==> config.mk <==
export PLATFORM = sky130hd
export DESIGN_NAME = frame_timing_generator
export DESIGN_NICKNAME = d
export VERILOG_FILES = /design/src/rtl/frame_timing_generator.sv
export SDC_FILE = /design/constraint.sdc
export NUM_CORES = 1
export LEC_CHECK = 0
export CORE_AREA = 2 2 83 85
export DETAILED_ROUTE_END_ITERATION = 12
export DIE_AREA = 0 0 85 87
export PLACE_DENSITY = 0.78
export SYNTH_ARGS = -nofsm -noshare
export SYNTH_HDL_FRONTEND = slang
export SYNTH_SLANG_ARGS = --single-unit
==> constraint.sdc <==
create_clock -name clkPixel -period 2.8 [get_ports clkPixel]
set_input_delay 0.56 -clock clkPixel [delete_from_list [all_inputs] [get_ports clkPixel]]
set_output_delay 0.56 -clock clkPixel [all_outputs]
set_load 0.03 [all_outputs]
==> src/rtl/frame_timing_generator.sv <==
// -----------------------------------------------------------------------------
// frame_timing_generator
//
// Parametrised raster timing generator at the head of the video pipeline.
// Keeps a horizontal pixel counter (hCount) and a vertical line counter
// (vCount). From these it derives the sync pulses, the active-video flag,
// look-ahead strobes for the fetch/render stages and scaled pixel coordinates.
// It also provides a run/stop enable, a completed-frame counter and a sticky
// raster-line interrupt.
//
// Ports
//   clkPixel        in   pixel clock
//   resetN          in   asynchronous active-low reset
//   enable          in   1 = run, 0 = counters held at 0 and syncs inactive
//   irqLine         in   raster-interrupt compare line (raw vCount units)
//   irqAck          in   clears irqPending on the next edge
//   hsync           out  registered horizontal sync, polarity per HSYNC_POS
//   vsync           out  registered vertical sync, polarity per VSYNC_POS
//   videoActive     out  visible pixel of a visible line while enabled
//   lineStarting    out  strobe PIPELINE_DELAY pixels before the line wraps
//   lineEnding      out  strobe PIPELINE_DELAY pixels before the last visible pixel
//   hsyncStarting   out  strobe PIPELINE_DELAY pixels before hsync asserts
//   vsyncStarting   out  strobe on the last pixel before vsync asserts
//   hPos            out  hCount >> H_SHIFT on visible pixels, else 0
//   vPos            out  vCount >> V_SHIFT on visible lines, else 0
//   nextFrameActive out  the line held in nextVCount is visible
//   nextVPos        out  nextVCount >> V_SHIFT when nextFrameActive, else 0
//   frameCount      out  completed-frame counter (wraps)
//   irqPending      out  sticky raster interrupt flag
// -----------------------------------------------------------------------------
module frame_timing_generator #(
    parameter int H_VISIBLE      = 320,
    parameter int H_FP           = 8,
    parameter int H_SYNC         = 48,
    parameter int H_BP           = 24,
    parameter int V_VISIBLE      = 480,
    parameter int V_FP           = 10,
    parameter int V_SYNC         = 2,
    parameter int V_BP           = 33,
    parameter int HSYNC_POS      = 0,
    parameter int VSYNC_POS      = 0,
    parameter int H_SHIFT        = 0,
    parameter int V_SHIFT        = 1,
    parameter int PIPELINE_DELAY = 0,
    parameter int FC_WIDTH       = 8,
    localparam int H_TOTAL       = H_VISIBLE + H_FP + H_SYNC + H_BP,
    localparam int V_TOTAL       = V_VISIBLE + V_FP + V_SYNC + V_BP,
    localparam int HW            = $clog2(H_TOTAL),
    localparam int VW            = $clog2(V_TOTAL)
) (
    input  logic                clkPixel,
    input  logic                resetN,
    input  logic                enable,
    input  logic [VW-1:0]       irqLine,
    input  logic                irqAck,
    output logic                hsync,
    output logic                vsync,
    output logic                videoActive,
    output logic                lineStarting,
    output logic                lineEnding,
    output logic                hsyncStarting,
    output logic                vsyncStarting,
    output logic [HW-1:0]       hPos,
    output logic [VW-1:0]       vPos,
    output logic                nextFrameActive,
    output logic [VW-1:0]       nextVPos,
    output logic [FC_WIDTH-1:0] frameCount,
    output logic                irqPending
);

    // Horizontal landmarks (all fit in HW bits because each is < H_TOTAL).
    localparam logic [HW-1:0] H_LAST         = HW'(H_TOTAL - 1);
    localparam logic [HW-1:0] H_VIS          = HW'(H_VISIBLE);
    localparam logic [HW-1:0] H_VIS_LAST     = HW'(H_VISIBLE - 1);
    localparam logic [HW-1:0] HSYNC_FIRST    = HW'(H_VISIBLE + H_FP);
    localparam logic [HW-1:0] HSYNC_LAST     = HW'(H_VISIBLE + H_FP + H_SYNC - 1);
    localparam logic [HW-1:0] LINE_START_AT  = HW'(H_TOTAL - 1 - PIPELINE_DELAY);
    localparam logic [HW-1:0] LINE_END_AT    = HW'(H_VISIBLE - 1 - PIPELINE_DELAY);
    localparam logic [HW-1:0] HSYNC_START_AT = HW'(H_VISIBLE + H_FP - 1 - PIPELINE_DELAY);

    // Vertical landmarks.
    localparam logic [VW-1:0] V_LAST         = VW'(V_TOTAL - 1);
    localparam logic [VW-1:0] V_VIS          = VW'(V_VISIBLE);
    localparam logic [VW-1:0] VSYNC_FIRST    = VW'(V_VISIBLE + V_FP);
    localparam logic [VW-1:0] VSYNC_LAST     = VW'(V_VISIBLE + V_FP + V_SYNC - 1);
    localparam logic [VW-1:0] VSYNC_PREV     = VW'(V_VISIBLE + V_FP - 1);

    // Active levels of the sync outputs.
    localparam logic HSYNC_ON = (HSYNC_POS != 0) ? 1'b1 : 1'b0;
    localparam logic VSYNC_ON = (VSYNC_POS != 0) ? 1'b1 : 1'b0;

    logic [HW-1:0]       hCount_r;
    logic [VW-1:0]       vCount_r;
    logic [VW-1:0]       nextVCount_r;
    logic                hsync_r;
    logic                vsync_r;
    logic [HW-1:0]       hPos_r;
    logic [VW-1:0]       vPos_r;
    logic                nextFrameActive_r;
    logic [VW-1:0]       nextVPos_r;
    logic [FC_WIDTH-1:0] frameCount_r;
    logic                irqPending_r;

    logic [HW-1:0]       hCountNext_s;
    logic [VW-1:0]       vCountNext_s;
    logic [VW-1:0]       nextVCountNext_s;
    logic                hsyncNext_s;
    logic                vsyncNext_s;
    logic                frameDone_s;
    logic                irqSet_s;

    // Next counter values; every registered output is derived from these so
    // that it lines up with the counters with zero skew.
    always_comb begin
        hCountNext_s     = {HW{1'b0}};
        vCountNext_s     = {VW{1'b0}};
        nextVCountNext_s = {VW{1'b0}};
        if (!enable) begin
            hCountNext_s     = {HW{1'b0}};
            vCountNext_s     = {VW{1'b0}};
            nextVCountNext_s = {VW{1'b0}};
        end else begin
            if (hCount_r == H_LAST) begin
                hCountNext_s = {HW{1'b0}};
                vCountNext_s = nextVCount_r;
            end else begin
                hCountNext_s = hCount_r + HW'(1);
                vCountNext_s = vCount_r;
            end
            // nextVCount is prepared at the end of the visible area so it is
            // stable through the whole blanking interval of the line.
            if (hCount_r == H_VIS_LAST) begin
                if (vCount_r == V_LAST) begin
                    nextVCountNext_s = {VW{1'b0}};
                end else begin
                    nextVCountNext_s = vCount_r + VW'(1);
                end
            end else begin
                nextVCountNext_s = nextVCount_r;
            end
        end
    end

    // Sync windows, frame completion and interrupt set conditions.
    always_comb begin
        hsyncNext_s = (hCountNext_s >= HSYNC_FIRST) && (hCountNext_s <= HSYNC_LAST);
        vsyncNext_s = (vCountNext_s >= VSYNC_FIRST) && (vCountNext_s <= VSYNC_LAST);
        frameDone_s = enable && (hCount_r == H_LAST) && (vCount_r == V_LAST);
        // irqLine values beyond the frame never match nextVCount.
        irqSet_s    = enable && (hCount_r == H_LAST) && (nextVCount_r == irqLine);
    end

    // Counters, syncs, coordinates, frame counter and interrupt flag.
    always_ff @(posedge clkPixel or negedge resetN) begin
        if (!resetN) begin
            hCount_r          <= {HW{1'b0}};
            vCount_r          <= {VW{1'b0}};
            nextVCount_r      <= {VW{1'b0}};
            hsync_r           <= ~HSYNC_ON;
            vsync_r           <= ~VSYNC_ON;
            hPos_r            <= {HW{1'b0}};
            vPos_r            <= {VW{1'b0}};
            // nextVCount resets to line 0, which is a visible line.
            nextFrameActive_r <= (V_VISIBLE > 0) ? 1'b1 : 1'b0;
            nextVPos_r        <= {VW{1'b0}};
            frameCount_r      <= {FC_WIDTH{1'b0}};
            irqPending_r      <= 1'b0;
        end else begin
            hCount_r          <= hCountNext_s;
            vCount_r          <= vCountNext_s;
            nextVCount_r      <= nextVCountNext_s;
            hsync_r           <= hsyncNext_s ? HSYNC_ON : ~HSYNC_ON;
            vsync_r           <= vsyncNext_s ? VSYNC_ON : ~VSYNC_ON;
            hPos_r            <= (hCountNext_s < H_VIS) ? (hCountNext_s >> H_SHIFT) : {HW{1'b0}};
            vPos_r            <= (vCountNext_s < V_VIS) ? (vCountNext_s >> V_SHIFT) : {VW{1'b0}};
            nextFrameActive_r <= (nextVCountNext_s < V_VIS);
            nextVPos_r        <= (nextVCountNext_s < V_VIS) ? (nextVCountNext_s >> V_SHIFT) : {VW{1'b0}};
            if (frameDone_s) begin
                frameCount_r <= frameCount_r + FC_WIDTH'(1);
            end else begin
                frameCount_r <= frameCount_r;
            end
            // A set on the same edge as an ack wins.
            if (irqSet_s) begin
                irqPending_r <= 1'b1;
            end else if (irqAck) begin
                irqPending_r <= 1'b0;
            end else begin
                irqPending_r <= irqPending_r;
            end
        end
    end

    assign hsync           = hsync_r;
    assign vsync           = vsync_r;
    assign hPos            = hPos_r;
    assign vPos            = vPos_r;
    assign nextFrameActive = nextFrameActive_r;
    assign nextVPos        = nextVPos_r;
    assign frameCount      = frameCount_r;
    assign irqPending      = irqPending_r;

    // Strobes decode the current counters directly; resetN gating keeps them
    // quiet while reset is held.
    assign videoActive   = resetN && enable && (hCount_r < H_VIS) && (vCount_r < V_VIS);
    assign lineStarting  = resetN && (hCount_r == LINE_START_AT);
    assign lineEnding    = resetN && (hCount_r == LINE_END_AT);
    assign hsyncStarting = resetN && (hCount_r == HSYNC_START_AT);
    assign vsyncStarting = resetN && (hCount_r == H_LAST) && (vCount_r == VSYNC_PREV);

endmodule

==> impl_metrics.py, run 1 <==
metrics = {
    "status": {
        "status": "completed",
    },
    "timing": {
        "drv_slew": 0,
        "slew_headroom": 0.564,
        "tightest_slew_ps": 654,
        "period_minus_slack_ps": 2600,
        "fin_skew_ps": 6.17,
        "setup_tns_ps": 0,
        "period_share": 0.929,
        "fmax_ghz": 0.384,
        "hold_viol": 0,
        "rsz0062_at_grt": "no",
        "hold_slack_ps": 50.3,
        "setup_viol": 0,
    },
    "setup_path": {
        "cp_max_fo": 9,
        "crit_required_ps": 2240,
        "r2r_slack_ps": 370,
        "critPathKind": "register to output port",
        "end_kind": "output port",
        "arrival_ps": 2040,
        "startpoint_type": "register",
    },
    "layout": {
        "fin_util": 0.622,
        "fin_area_sq_um": 4090,
        "final_cell_mix": "65 x dfrtp_1, 51 x clkdlybuf4s50_1, 20 x nor2b_1",
        "layout_commonest_cell": "dfrtp_1",
        "n_antenna_cell": 0,
        "layout-drive-gt1-share": 0.121,
        "syn_to_final_growth_pct": 24.4,
        "final_nets": 387,
    },
    "clock_tree": {
        "cts-root-buf": "clkbuf_8",
        "cts_sinks": 68,
        "clock_latency_ps": 340,
        "cts_max_level": 3,
        "cts_inserted_buffers": 9,
        "post_cts_buffers": 0,
        "postCtsHoldBufs": 0,
        "clk_pin_slew_ps": 70,
        "post_cts_resized": 0,
        "cts_max_path_buffers": 2,
        "cts_tree": "done",
    },
    "synth": {
        "synth-seq-cells": 68,
        "yosysWarnings": 0,
        "syn_area_sq_um": 3290,
        "avgSynthCellArea_sq_um": 10.9,
        "syn_inst": 302,
        "synth_cell_types": 55,
        "ys_seq_area_frac": 0.519,
    },
    "floorplanning": {
        "die_x_microns": 85,
        "io-pin-count": 60,
        "fp.dieH_microns": 87,
        "initial_utilization": 0.500,
        "dieArea_sq_um": 7400,
        "rows": 30,
        "core_sq_um": 6570,
    },
    "routing": {
        "firstDrtPassIters": 4,
        "dr_total_vias": 2433,
        "route.detailed.drc": 0,
        "via_per_inst": 5.38,
        "wl_met1_microns": 3100,
        "wl_met3_microns": 279,
        "avgRoutedWirePerCell_microns": 14.7,
        "highest_layer": "met4",
        "wl_met2_microns": 3100,
        "wl_microns": 6660,
        "dr.first_iter.drc_count": 118,
        "drtAntennaViolNets": 0,
    },
    "grt": {
        "grt_pass1_vias": 2351,
        "gr-total-overflow": 0,
        "grt_start_max_net_pins": 44,
        "track_usage": 0.197,
        "grt_pass1_wl_microns": 11300,
        "grt_antenna_before_repair": 0,
    },
    "power": {
        "powerDensity_nw_per_um2": 435,
        "peakVddDrop_mv": 0.279,
        "leakagePower_nw": 1.79,
    },
    "placed_design": {
        "place.gp.congestion": 0.860,
        "portBuffers": 57,
        "placed_area_sq_um": 3920,
        "hpwlAfterDp_microns": 4930,
    },
    "hold_path": {
        "hp-class": "input port to async pin",
    },
    "run": {
        "maxCapViolations": 0,
    },
}
## synth_stat cells, drive strengths merged
| cell | number | area (sq um) |
|---|---|---|
| a211oi | 3 | 27.5 |
| mux2 | 4 | 45.0 |
| o31ai | 4 | 43.8 |
| nand3 | 11 | 67.6 |
| nor3b | 4 | 35.0 |
| nand4b | 1 | 8.76 |
| xor2 | 15 | 131 |
| inv | 15 | 56.3 |
| nor2 | 19 | 71.3 |
| buf | 7 | 51.3 |
| o311ai | 2 | 17.5 |
| dfrtp | 65 | 1630 |
| ha | 6 | 75.1 |
| dfstp | 3 | 78.8 |
| and2 | 4 | 27.5 |
| nand2 | 14 | 52.6 |
| mux2i | 7 | 70.1 |
| or4 | 5 | 41.3 |
| and4 | 3 | 26.3 |
| clkbuf | 5 | 20.0 |
| nor3 | 17 | 96.4 |
| a22oi | 3 | 22.5 |
| or3 | 5 | 31.3 |
| nor4bb | 1 | 10.0 |
| o21ai | 10 | 68.8 |
| o22ai | 1 | 6.26 |
| nand4 | 8 | 50.1 |
| nor2b | 20 | 125 |
| nor4 | 7 | 58.8 |
| o31a | 2 | 17.5 |
| nand3b | 2 | 15.0 |
| and4b | 1 | 10.0 |
| o21a | 1 | 7.51 |
| xnor2 | 13 | 114 |
| or2 | 1 | 6.26 |
| nand2b | 3 | 18.8 |
| conb | 1 | 3.75 |
| a21oi | 5 | 25.0 |
| and3 | 4 | 25.0 |
## stage by stage
stage               power [mW]  std cells  setup WS (ps)
floorplan                 1.06        305            488
global placement          1.12        436            470
detailed placement        1.12        436            359
CTS                       1.80        452            161
global route              1.86        452           23.9
finish                    1.78        452            198
## final timing paths
path / start / to / cells after the start
setup / recovery: hCount_r[0]$_DFF_PN0_ / vsyncStarting / 5
hold / removal: resetN / vPos[0]$_DFF_PN0_ / 1
setup reg to reg: hCount_r[0]$_DFF_PN0_ / vsync$_DFF_PN1_ / 7
hold reg to reg: frameCount[7]$_DFFE_PN0P_ / frameCount[7]$_DFFE_PN0P_ / 1
max in group asynchronous: resetN / nextFrameActive$_DFF_PN1_ / 2
min in group clkPixel: frameCount[7]$_DFFE_PN0P_ / frameCount[7]$_DFFE_PN0P_ / 1
## state kept, by name, summed over array words and instances, names as in the netlist
register         count
hPos                 9
vCount_r            10
vPos                 9
frameCount           8
nextVPos             9
hsync                1
irqPending           1
nextFrameActive      1
hCount_r             9
nextVCount_r        10
vsync                1
## per-layer routing
layer,vias up,global-route usage
met5,-,0
met2,64,0.302
met3,15,0.0408
met4,0,0.0952
li1,1184,-
met1,1170,0.270
## final cells by class
cell class	instances	area [sq um]
fillers	528	2480
flip-flops and latches	68	1710
multi-input cells	210	1460
repair buffers	63	598
clock buffers	13	149
well taps	80	100
inverters	15	56.3
clock inverters	3	15.0
## critical path, stage by stage, from the launching register on
cell,delay (ps)
dfrtp_1,440
ha_1,240
nand3_4,150
nor4_1,440
and4b_1,270
buf_4,160
## cell families (layout without fill, tap and decap cells)
family / after synthesis / in the layout / share of synthesized area
other: 1 / 4 / 0.00114
adder cells (fa/ha/maj): 6 / 6 / 0.0228
AO/OA/AOI/OAI: 31 / 31 / 0.0720
AND/OR/NAND/NOR: 130 / 130 / 0.236
multiplexers: 11 / 11 / 0.0350
flip-flops: 68 / 68 / 0.519
buffers and inverters: 27 / 94 / 0.0388
XOR/XNOR: 28 / 28 / 0.0746
## power breakdown
part           internal (mW)  leakage, nW  switching (mW)
Combinational         0.0424        0.774          0.0605
Clock                  0.342       0.0872           0.335
Sequential             0.991        0.930         0.00732
Total                   1.38         1.79           0.403
(Power assumes the default switching activity.)
==> run 2, diff against run 1 <==
- CORE_AREA: 2 2 83 85 -> 2 2 76 93
- DIE_AREA: 0 0 85 87 -> 0 0 78 95
- PLACE_DENSITY: 0.78 -> 0.77
==> run 2 against run 1 <==
Effect of this change: critical path depth stayed put; largest cell class unchanged; hold slack better by 46 ps; non-clock buffer count is 6 higher; via count is 1.3% higher; wire length is 4.5% higher; highest routed layer unchanged.
==> impl_metrics.py, run 2 (synthesis results as in run 1) <==
metrics = {
    "grt": {
        "grt_pass1_vias": 2466,
        "gr-total-overflow": 0,
        "grt_antenna_before_repair": 0,
        "track_usage": 0.208,
        "grt_start_max_net_pins": 39,
        "grt_pass1_wl_microns": 11800,
    },
    "placed_design": {
        "portBuffers": 57,
        "hpwlAfterDp_microns": 5230,
        "placed_area_sq_um": 3980,
        "dp.cells": 449,
        "place.gp.congestion": 0.915,
    },
    "setup_path": {
        "r2r.worst_path.cells": 7,
        "reg2reg_from": "hCount_r[0]$_DFF_PN0_",
        "cp_max_fo": 6,
        "critPathCapture": "lineEnding",
        "r2r_slack_ps": 370,
        "crit_start": "hCount_r[0]$_DFF_PN0_",
        "end_kind": "output port",
        "startpoint_type": "register",
        "crit_required_ps": 2240,
        "arrival_ps": 2090,
        "r2r_end": "nextVPos[1]$_DFF_PN0_",
        "critPathKind": "register to output port",
    },
    "floorplanning": {
        "initial_utilization": 0.497,
        "die_x_microns": 78,
        "dieArea_sq_um": 7410,
        "rows": 33,
        "core_sq_um": 6610,
        "fp.dieH_microns": 95,
        "io-pin-count": 60,
    },
    "timing": {
        "period_share": 0.945,
        "hold_viol": 0,
        "hold_slack_ps": 95.8,
        "fin_skew_ps": 8.71,
        "setup_viol": 0,
        "rsz0062_at_grt": "no",
        "drv_slew": 0,
        "tightest_slew_ps": 606,
        "period_minus_slack_ps": 2650,
        "fmax_ghz": 0.378,
        "slew_headroom": 0.592,
        "setup_tns_ps": 0,
    },
    "routing": {
        "drtAntennaViolNets": 0,
        "firstDrtPassIters": 4,
        "route.detailed.drc": 0,
        "via_per_inst": 5.30,
        "avgRoutedWirePerCell_microns": 15.0,
        "dr_total_vias": 2464,
        "dr.first_iter.drc_count": 148,
        "wl_microns": 6960,
    },
    "layout": {
        "layout-drive-gt1-share": 0.135,
        "fillers": 535,
        "layout_commonest_cell": "dfrtp_1",
        "final_cell_mix": "65 x dfrtp_1, 52 x clkdlybuf4s50_1, 20 x nor2b_1",
        "multi_input_area_sq_um": 1470,
        "reg_top3": "nextVCount_r: 10 flops, vCount_r: 10 flops",
        "fin_area_sq_um": 4210,
        "final_nets": 393,
        "fin_cells": 465,
        "syn_to_final_growth_pct": 28.0,
        "n_antenna_cell": 0,
        "seq_area_sq_um": 1710,
    },
    "clock_tree": {
        "clock_latency_ps": 340,
        "postCtsHoldBufs": 0,
        "cts_max_path_buffers": 2,
        "cts_max_level": 3,
        "clk_pin_slew_ps": 70,
        "cts-root-buf": "clkbuf_8",
        "cts_sinks": 68,
        "cts_tree": "done",
        "cts_inserted_buffers": 9,
    },
    "status": {
        "status": "completed",
    },
    "run": {
        "maxCapViolations": 0,
    },
    "hold_path": {
        "hp-class": "input port to async pin",
    },
    "power": {
        "peakVddDrop_mv": 0.402,
        "leakagePower_nw": 1.84,
        "powerDensity_nw_per_um2": 470,
    },
}
## run 2: worst min-delay path by stage
stage          startpoint                   endpoint  slack [ps]  cells after the start
2_1_floorplan      resetN  frameCount[0]$_DFFE_PN0P_         260                      0
3_3_place_gp       resetN      hCount_r[5]$_DFF_PN0_         450                      1
3_5_place_dp       resetN      hCount_r[3]$_DFF_PN0_         450                      1
4_1_cts            resetN          hPos[4]$_DFF_PN0_          90                      1
5_1_grt            resetN      hCount_r[3]$_DFF_PN0_         100                      1
6_report           resetN          hPos[4]$_DFF_PN0_         100                      1
## run 2: where the power goes
part | leakage [nW] | switching [mW] | internal [mW]
clock network | 0.107 | 0.347 | 0.525
logic | 0.806 | 0.0614 | 0.0442
registers | 0.930 | 0.00629 | 0.991
## run 2: cell type report
type	instances	share of cell area
Sequential cell	68	0.406
Multi-Input combinational cell	210	0.350
Timing Repair Buffer	69	0.154
Clock buffer	12	0.0345
Tap cell	87	0.0259
Clock inverter	4	0.0173
Inverter	15	0.0134
## run 2: critical path, cell delays in order, from the launching register on
cell	delay, ps
dfrtp_1	430
ha_1	250
nand4b_1	130
nor3_1	130
and2_1	150
clkdlybuf4s50_1	670
## run 2: layer usage
metal	vias up	part of all wire	global-route usage
met4	0	0.016	0.0687
met1	1196	0.40	0.247
li1	1189	-	-
met3	12	0.059	0.0554
met5	-	0	0
met2	67	0.52	0.367
## run 2: through the flow
stage | util | total power [mW] | setup WS, ps
after global routing | 0.637 | 2.06 | 14.2
after floorplan | - | 1.06 | 488
after detailed placement | 0.603 | 1.12 | 151
after CTS | 0.637 | 2.00 | 136
final | 0.637 | 1.98 | 155
after global placement | 0.603 | 1.12 | 196
## run 2: timing repair
| item | CTS | global route |
|---|---|---|
| setup endpoints to repair | 1 | 0 |
| setup buffers | 0 | 0 |
| gates resized for setup | 2 | 0 |
